**src/rtl/plat_land_scan.sv**
```systemverilog
// plat_land_scan: sequential platform landing scan over the current block's table.
// Optional PLAT_WALL_EN adds wall_l/wall_r side-contact outputs.
module plat_land_scan #(
  parameter int PLATFORM_NUM_PER_BLOCK = 7,
  parameter int PHY_WIDTH = 14,
  parameter int BLOCK_WIDTH = 480,
  parameter int BLOCK_LEN_WIDTH = 4,
  parameter int TILE_W = 8,
  parameter int PLAT_H = 8,
  parameter int CHAR_W = 16,
  parameter int LAND_TOL = 6
) (
  input  logic sys_clk,
  input  logic sys_rst,
  input  logic start,
  input  logic [PHY_WIDTH:0] abs_char_x,
  input  logic [PHY_WIDTH:0] abs_char_y,
  input  logic falling,
  input  logic [4:0] camera_y,
  input  logic [PLATFORM_NUM_PER_BLOCK*PHY_WIDTH-1:0] plat_relative_x,
  input  logic [PLATFORM_NUM_PER_BLOCK*PHY_WIDTH-1:0] plat_relative_y,
  input  logic [PLATFORM_NUM_PER_BLOCK*BLOCK_LEN_WIDTH-1:0] plat_len,
  input  logic block_switch,
  output logic busy,
  output logic done,
  output logic hit,
  output logic aborted,
  output logic [2:0] hit_idx,
  output logic [PHY_WIDTH:0] land_y
`ifdef PLAT_WALL_EN
  ,
  output logic wall_l,
  output logic wall_r
`endif
);
  localparam int W = PHY_WIDTH + 2;
  localparam logic signed [W-1:0] CW = W'(CHAR_W);
  localparam logic signed [W-1:0] TOL = W'(LAND_TOL);
  localparam logic signed [W-1:0] PH = W'(PLAT_H);
  localparam logic [W-1:0] TW = W'(TILE_W);
  localparam logic [W-1:0] BW = W'(BLOCK_WIDTH);
  typedef enum logic [1:0] {IDLE, SCAN, DONE} state_t;
  state_t state, state_nx;
  logic [2:0] idx, best_idx, nb_idx;
  logic signed [W-1:0] cx, rel_y, base, best_top, nb_top;
  logic signed [W-1:0] base_in, x0, x1, y0, top, land_sum;
  logic [PLATFORM_NUM_PER_BLOCK*PHY_WIDTH-1:0] px, py;
  logic [PLATFORM_NUM_PER_BLOCK*BLOCK_LEN_WIDTH-1:0] pl;
  logic [BLOCK_LEN_WIDTH-1:0] plen;
  logic fall, best_valid, nb_valid, cand, take, last;
`ifdef PLAT_WALL_EN
  logic wl_acc, wr_acc, wl_c, wr_c;
`endif
  always_comb begin
    base_in = $signed({{(W-5){1'b0}}, camera_y} * BW);
    plen = pl[idx*BLOCK_LEN_WIDTH +: BLOCK_LEN_WIDTH];
    x0 = $signed({2'b00, px[idx*PHY_WIDTH +: PHY_WIDTH]});
    y0 = $signed({2'b00, py[idx*PHY_WIDTH +: PHY_WIDTH]});
    x1 = x0 + $signed({{(W-BLOCK_LEN_WIDTH){1'b0}}, plen} * TW);
    top = y0 + PH;
    cand = fall && plen != '0 && cx + CW > x0 && cx < x1 && rel_y >= top - TOL && rel_y <= top;
    // strict compare keeps the lowest index on equal tops
    take = cand && (!best_valid || top > best_top);
    nb_valid = best_valid | cand;
    nb_top = take ? top : best_top;
    nb_idx = take ? idx : best_idx;
    land_sum = base + nb_top;
    last = idx == 3'(PLATFORM_NUM_PER_BLOCK - 1);
`ifdef PLAT_WALL_EN
    wr_c = rel_y >= y0 && rel_y < top && cx + CW >= x0 && cx + CW <= x0 + TOL;
    wl_c = rel_y >= y0 && rel_y < top && cx >= x1 - TOL && cx <= x1;
`endif
    state_nx = state == IDLE ? (start ? SCAN : IDLE) :
               state == SCAN ? (block_switch || last ? DONE : SCAN) : IDLE;
    busy = state == SCAN;
    done = state == DONE;
  end
  always_ff @(posedge sys_clk) begin
    if (sys_rst) begin
      state <= IDLE;
      idx <= '0;
      best_valid <= 1'b0;
      best_top <= '0;
      best_idx <= '0;
      cx <= '0;
      rel_y <= '0;
      base <= '0;
      fall <= 1'b0;
      px <= '0;
      py <= '0;
      pl <= '0;
      hit <= 1'b0;
      aborted <= 1'b0;
      hit_idx <= '0;
      land_y <= '0;
`ifdef PLAT_WALL_EN
      wl_acc <= 1'b0;
      wr_acc <= 1'b0;
      wall_l <= 1'b0;
      wall_r <= 1'b0;
`endif
    end else begin
      state <= state_nx;
      if (state == IDLE && start) begin
        cx <= $signed({abs_char_x[PHY_WIDTH], abs_char_x});
        rel_y <= $signed({abs_char_y[PHY_WIDTH], abs_char_y}) - base_in;
        base <= base_in;
        fall <= falling;
        px <= plat_relative_x;
        py <= plat_relative_y;
        pl <= plat_len;
        idx <= '0;
        best_valid <= 1'b0;
        best_top <= '0;
        best_idx <= '0;
`ifdef PLAT_WALL_EN
        wl_acc <= 1'b0;
        wr_acc <= 1'b0;
`endif
      end
      if (state == SCAN) begin
        idx <= idx + 3'd1;
        best_valid <= nb_valid;
        best_top <= nb_top;
        best_idx <= nb_idx;
`ifdef PLAT_WALL_EN
        wl_acc <= wl_acc | wl_c;
        wr_acc <= wr_acc | wr_c;
`endif
        if (block_switch || last) begin
          aborted <= block_switch;
          hit <= nb_valid && !block_switch;
          hit_idx <= nb_valid && !block_switch ? nb_idx : 3'd0;
          land_y <= nb_valid && !block_switch ? land_sum[PHY_WIDTH:0] : '0;
`ifdef PLAT_WALL_EN
          wall_l <= !block_switch && (wl_acc | wl_c);
          wall_r <= !block_switch && (wr_acc | wr_c);
`endif
        end
      end
    end
  end
endmodule

```
**config.mk**
```make
export PLATFORM = sky130hd
export DESIGN_NAME = plat_land_scan
export DESIGN_NICKNAME = d
export VERILOG_FILES = /design/src/rtl/plat_land_scan.sv
export SDC_FILE = /design/constraint.sdc
export NUM_CORES = 1
export LEC_CHECK = 0
export CAP_MARGIN = 10
export CELL_PAD_IN_SITES_DETAIL_PLACEMENT = 0
export CELL_PAD_IN_SITES_GLOBAL_PLACEMENT = 2
export CORE_ASPECT_RATIO = 1.5
export CORE_MARGIN = 2
export CORE_UTILIZATION = 31
export CTS_CLUSTER_SIZE = 24
export DETAILED_ROUTE_END_ITERATION = 10
export GPL_ROUTABILITY_DRIVEN = 0
export GPL_TIMING_DRIVEN = 0
export PLACE_DENSITY = 0.82
export SLEW_MARGIN = 20
export SYNTH_ARGS = -nofsm -noshare
export SYNTH_HDL_FRONTEND = slang
export SYNTH_SLANG_ARGS = --single-unit
```
**constraint.sdc**
```tcl
create_clock -name sys_clk -period 11.4 [get_ports sys_clk]
set_clock_uncertainty 0.05 [all_clocks]
set_input_delay 2.28 -clock sys_clk [delete_from_list [all_inputs] [get_ports sys_clk]]
set_output_delay 2.28 -clock sys_clk [all_outputs]
set_load 0.02 [all_outputs]
```
==> flow_summary.toml <==
[detailed_routing]
post-route-drc-count = 0
routed_via_density = 5.08
routedWlPerCell_um = 20.9
routed-via-count = 15659
ant_nets = 0
drt-pass1-iter-count = 7
first_iter_violations = 849
finalWirelength_mm = 64.3

[sta]
maxSlewViolCount = 0
rsz0062_at_grt = "no"
finalHoldViolCount = 0
post-route-min-period_ps = 10740
finalCritPeriodShare_pct = 94.2
fmax_mhz = 93.1
tns_ps = 0
finalSetupViolCount = 0
worst_slew_pin_slew_ps = 1040
slew_headroom_pct = 30.7

[synthesis]
synth.most_common_cell = "nand2_1"
synthTopCellsByCount = "nand2_1, a21oi_1, dfxtp_1"
synth_flop_cell = "dfxtp_1"
yosysTopAreaCellShare_pct = 37.5
synth.avg_cell_area_um2 = 8.03
yosys-top-cells-area = "dfxtp_1, nand2_1, a21oi_1"
yosys_warnings = 0
synth_cells = 2054
netlist_area_mm2 = 0.0165
yosys.area.top_type = "dfxtp_1"
synth_seq_area_share_pct = 37.5
yosys_register_bits = 309
async_flop_share_pct = 0
yosysUniqueCellTypes = 78
synth_edf_count = 0
synth_nets = 2432

[critical_path]
start_kind = "flop"
worst_ep_required_time_ps = 11780
crit_slowest_cell = "a2111oi_0"
end_kind = "flop"
path_max_fanout = 10
cpPeakStageDelay_ps = 610
rr_worst_depth = 43
cp.arrival_ps = 11110
path_depth = 43
crit_path_frequent_cell = "a21oi_1"
worstSetupPathType = "reg -> reg"
critPathTopFamily = "compound AO/OA/AOI/OAI gates"
crit_buf_inv = 9

[clocking]
insertion_delay_ps = 530
ctsHoldBuffers = 0
cts_root_buf = "clkbuf_16"
path_clk_slew_ps = 60
clock_path_buffers = 3
clock_sinks = 309
cts_tree = "built"
postCtsSetupBuffers = 0
htreeDepth = 2
cts_made_buffers = 34
post_cts_resize_count = 0

[final_layout]
fin_util_pct = 40.5
multi_input_comb_area_mm2 = 0.00947
nNetsFinal = 2751
seqCellArea_mm2 = 0.00619
drive_gt1_share_pct = 5.38
fillerInstances = 5464
area_growth_syn_to_layout_pct = 29.3

[placement]
port_buffers = 284
hpwlAfterDp_mm = 52.5

[global_routing]
grt-ovfl-total = 0
antenna_found_initial = 1
track_usage_pct = 23.0
grt_max_degree = 15
grt_pass1_wl_mm = 95.0
grt_pass1_vias = 16128

[power]
pwr-share-clk_pct = 37.2
powerDensity_mw_per_mm2 = 144
power.switching_uw = 929
combPwrFrac_pct = 23.5
p_int_uw = 2130
p_leak_uw = 0.00818
ir_drop_mv = 0.109
p_sw_share_pct = 30.3
sequentialPowerShare_pct = 39.3

[status]
outcome = "completed"

[die]
io_pins = 286
core.rowCount = 103
die_w_um = 192
design.core.area_mm2 = 0.0526
dieArea_mm2 = 0.0551
die-height_um = 286
start_util_pct = 31.4

[run]
drv_cap = 0

[hold_path]
hold_depth = 2
hold_path_class = "reg -> reg"
## sequential cells by signal, summed over array words and instances (netlist names)
signal	count
idx	3
aborted	1
rel_y	16
best_valid	1
land_y	15
base	9
hit_idx	3
best_idx	3
state	2
best_top	15
hit	1
py	98
pl	28
px	98
fall	1
cx	15
## worst reg2reg max path: cells and delay by family, from the launching register on
kind	cells	cell delay [ps]
AO/OA/AOI/OAI	21	4500
multiplexers	2	820
XOR/XNOR	1	180
buffers and inverters	9	2700
flip-flops	1	520
adder cells (fa/ha/maj)	3	870
AND/OR/NAND/NOR	7	1030
## metal layers
layer / up-vias / global-route usage [%] / part of all wire, %
li1: 7675 / - / -
met1: 7428 / 26.3 / 39
met2: 462 / 43.5 / 53
met3: 94 / 2.54 / 4.5
met4: 0 / 8.07 / 3.4
met5: - / 0 / 0
## placed cells by master, fill, tap and decap left out, drive strengths merged, types with 8 or more instances in the layout
| master | n |
|---|---|
| a211oi | 8 |
| a21o | 21 |
| a21oi | 326 |
| a22oi | 15 |
| buf | 26 |
| clkbuf | 153 |
| clkdlybuf4s50 | 284 |
| dfxtp | 309 |
| fa | 10 |
| ha | 104 |
| inv | 75 |
| mux2i | 58 |
| mux4 | 26 |
| nand2 | 560 |
| nand3 | 34 |
| nand4 | 9 |
| nor2 | 88 |
| nor2b | 13 |
| nor3 | 21 |
| o21ai | 56 |
| o21bai | 9 |
| o2bb2ai | 15 |
| xnor2 | 37 |
| xor2 | 21 |
## power by group through the flow
stage               clock, µW  combinational (µW)  sequential [µW]
CTS                      1160                 723             1200
finish                   1140                 719             1200
global placement            0                 707             1230
detailed placement          0                 718             1230
floorplan                   0                 445             1200
global route             1200                 799             1210
## final cells by class
| cell class | instances | share of cell area (%) |
|---|---|---|
| clock inverters | 10 | 0.640 |
| well taps | 682 | 4.00 |
| inverters | 75 | 1.32 |
| flip-flops and latches | 309 | 29.0 |
| diodes | 1 | 0.0117 |
| clock buffers | 50 | 4.65 |
| multi-input cells | 1540 | 44.4 |
| plain buffers | 129 | 2.61 |
| repair buffers | 284 | 13.3 |
## through the flow
stage	total power, µW	cell area [µm²]	setup WS, ps	std cells	hold slack, ps
after floorplan	1650	16500	3440	2054	374
after global placement	1930	20200	232	3020	382
after detailed placement	1950	20200	275	3020	393
after CTS	3080	21300	198	3080	402
after global routing	3210	21300	42.9	3080	418
final	3060	21300	663	3080	402
## path summary, 6_finish.rpt
path                                               start                  endpoint  slack [ps]
worst max-delay path                 idx[1]$_SDFFE_PP0P_   land_y[14]$_SDFFE_PP0P_         660
worst min-delay path            best_idx[0]$_SDFFE_PP0P_  best_idx[0]$_SDFFE_PP0P_         400
worst max register to register       idx[1]$_SDFFE_PP0P_   land_y[14]$_SDFFE_PP0P_         660
worst min register to register  best_idx[0]$_SDFFE_PP0P_  best_idx[0]$_SDFFE_PP0P_         400
## logic make-up after synthesis
logic type,count (synthesis),synth area share [%]
compound gates,508,18.2
xor+xnor,59,3.27
fa+ha+maj,115,9.17
buf+inv,205,5.09
flops,309,37.5
mux,89,7.41
simple gates,769,19.3
Power figures use the tool's default switching activity.
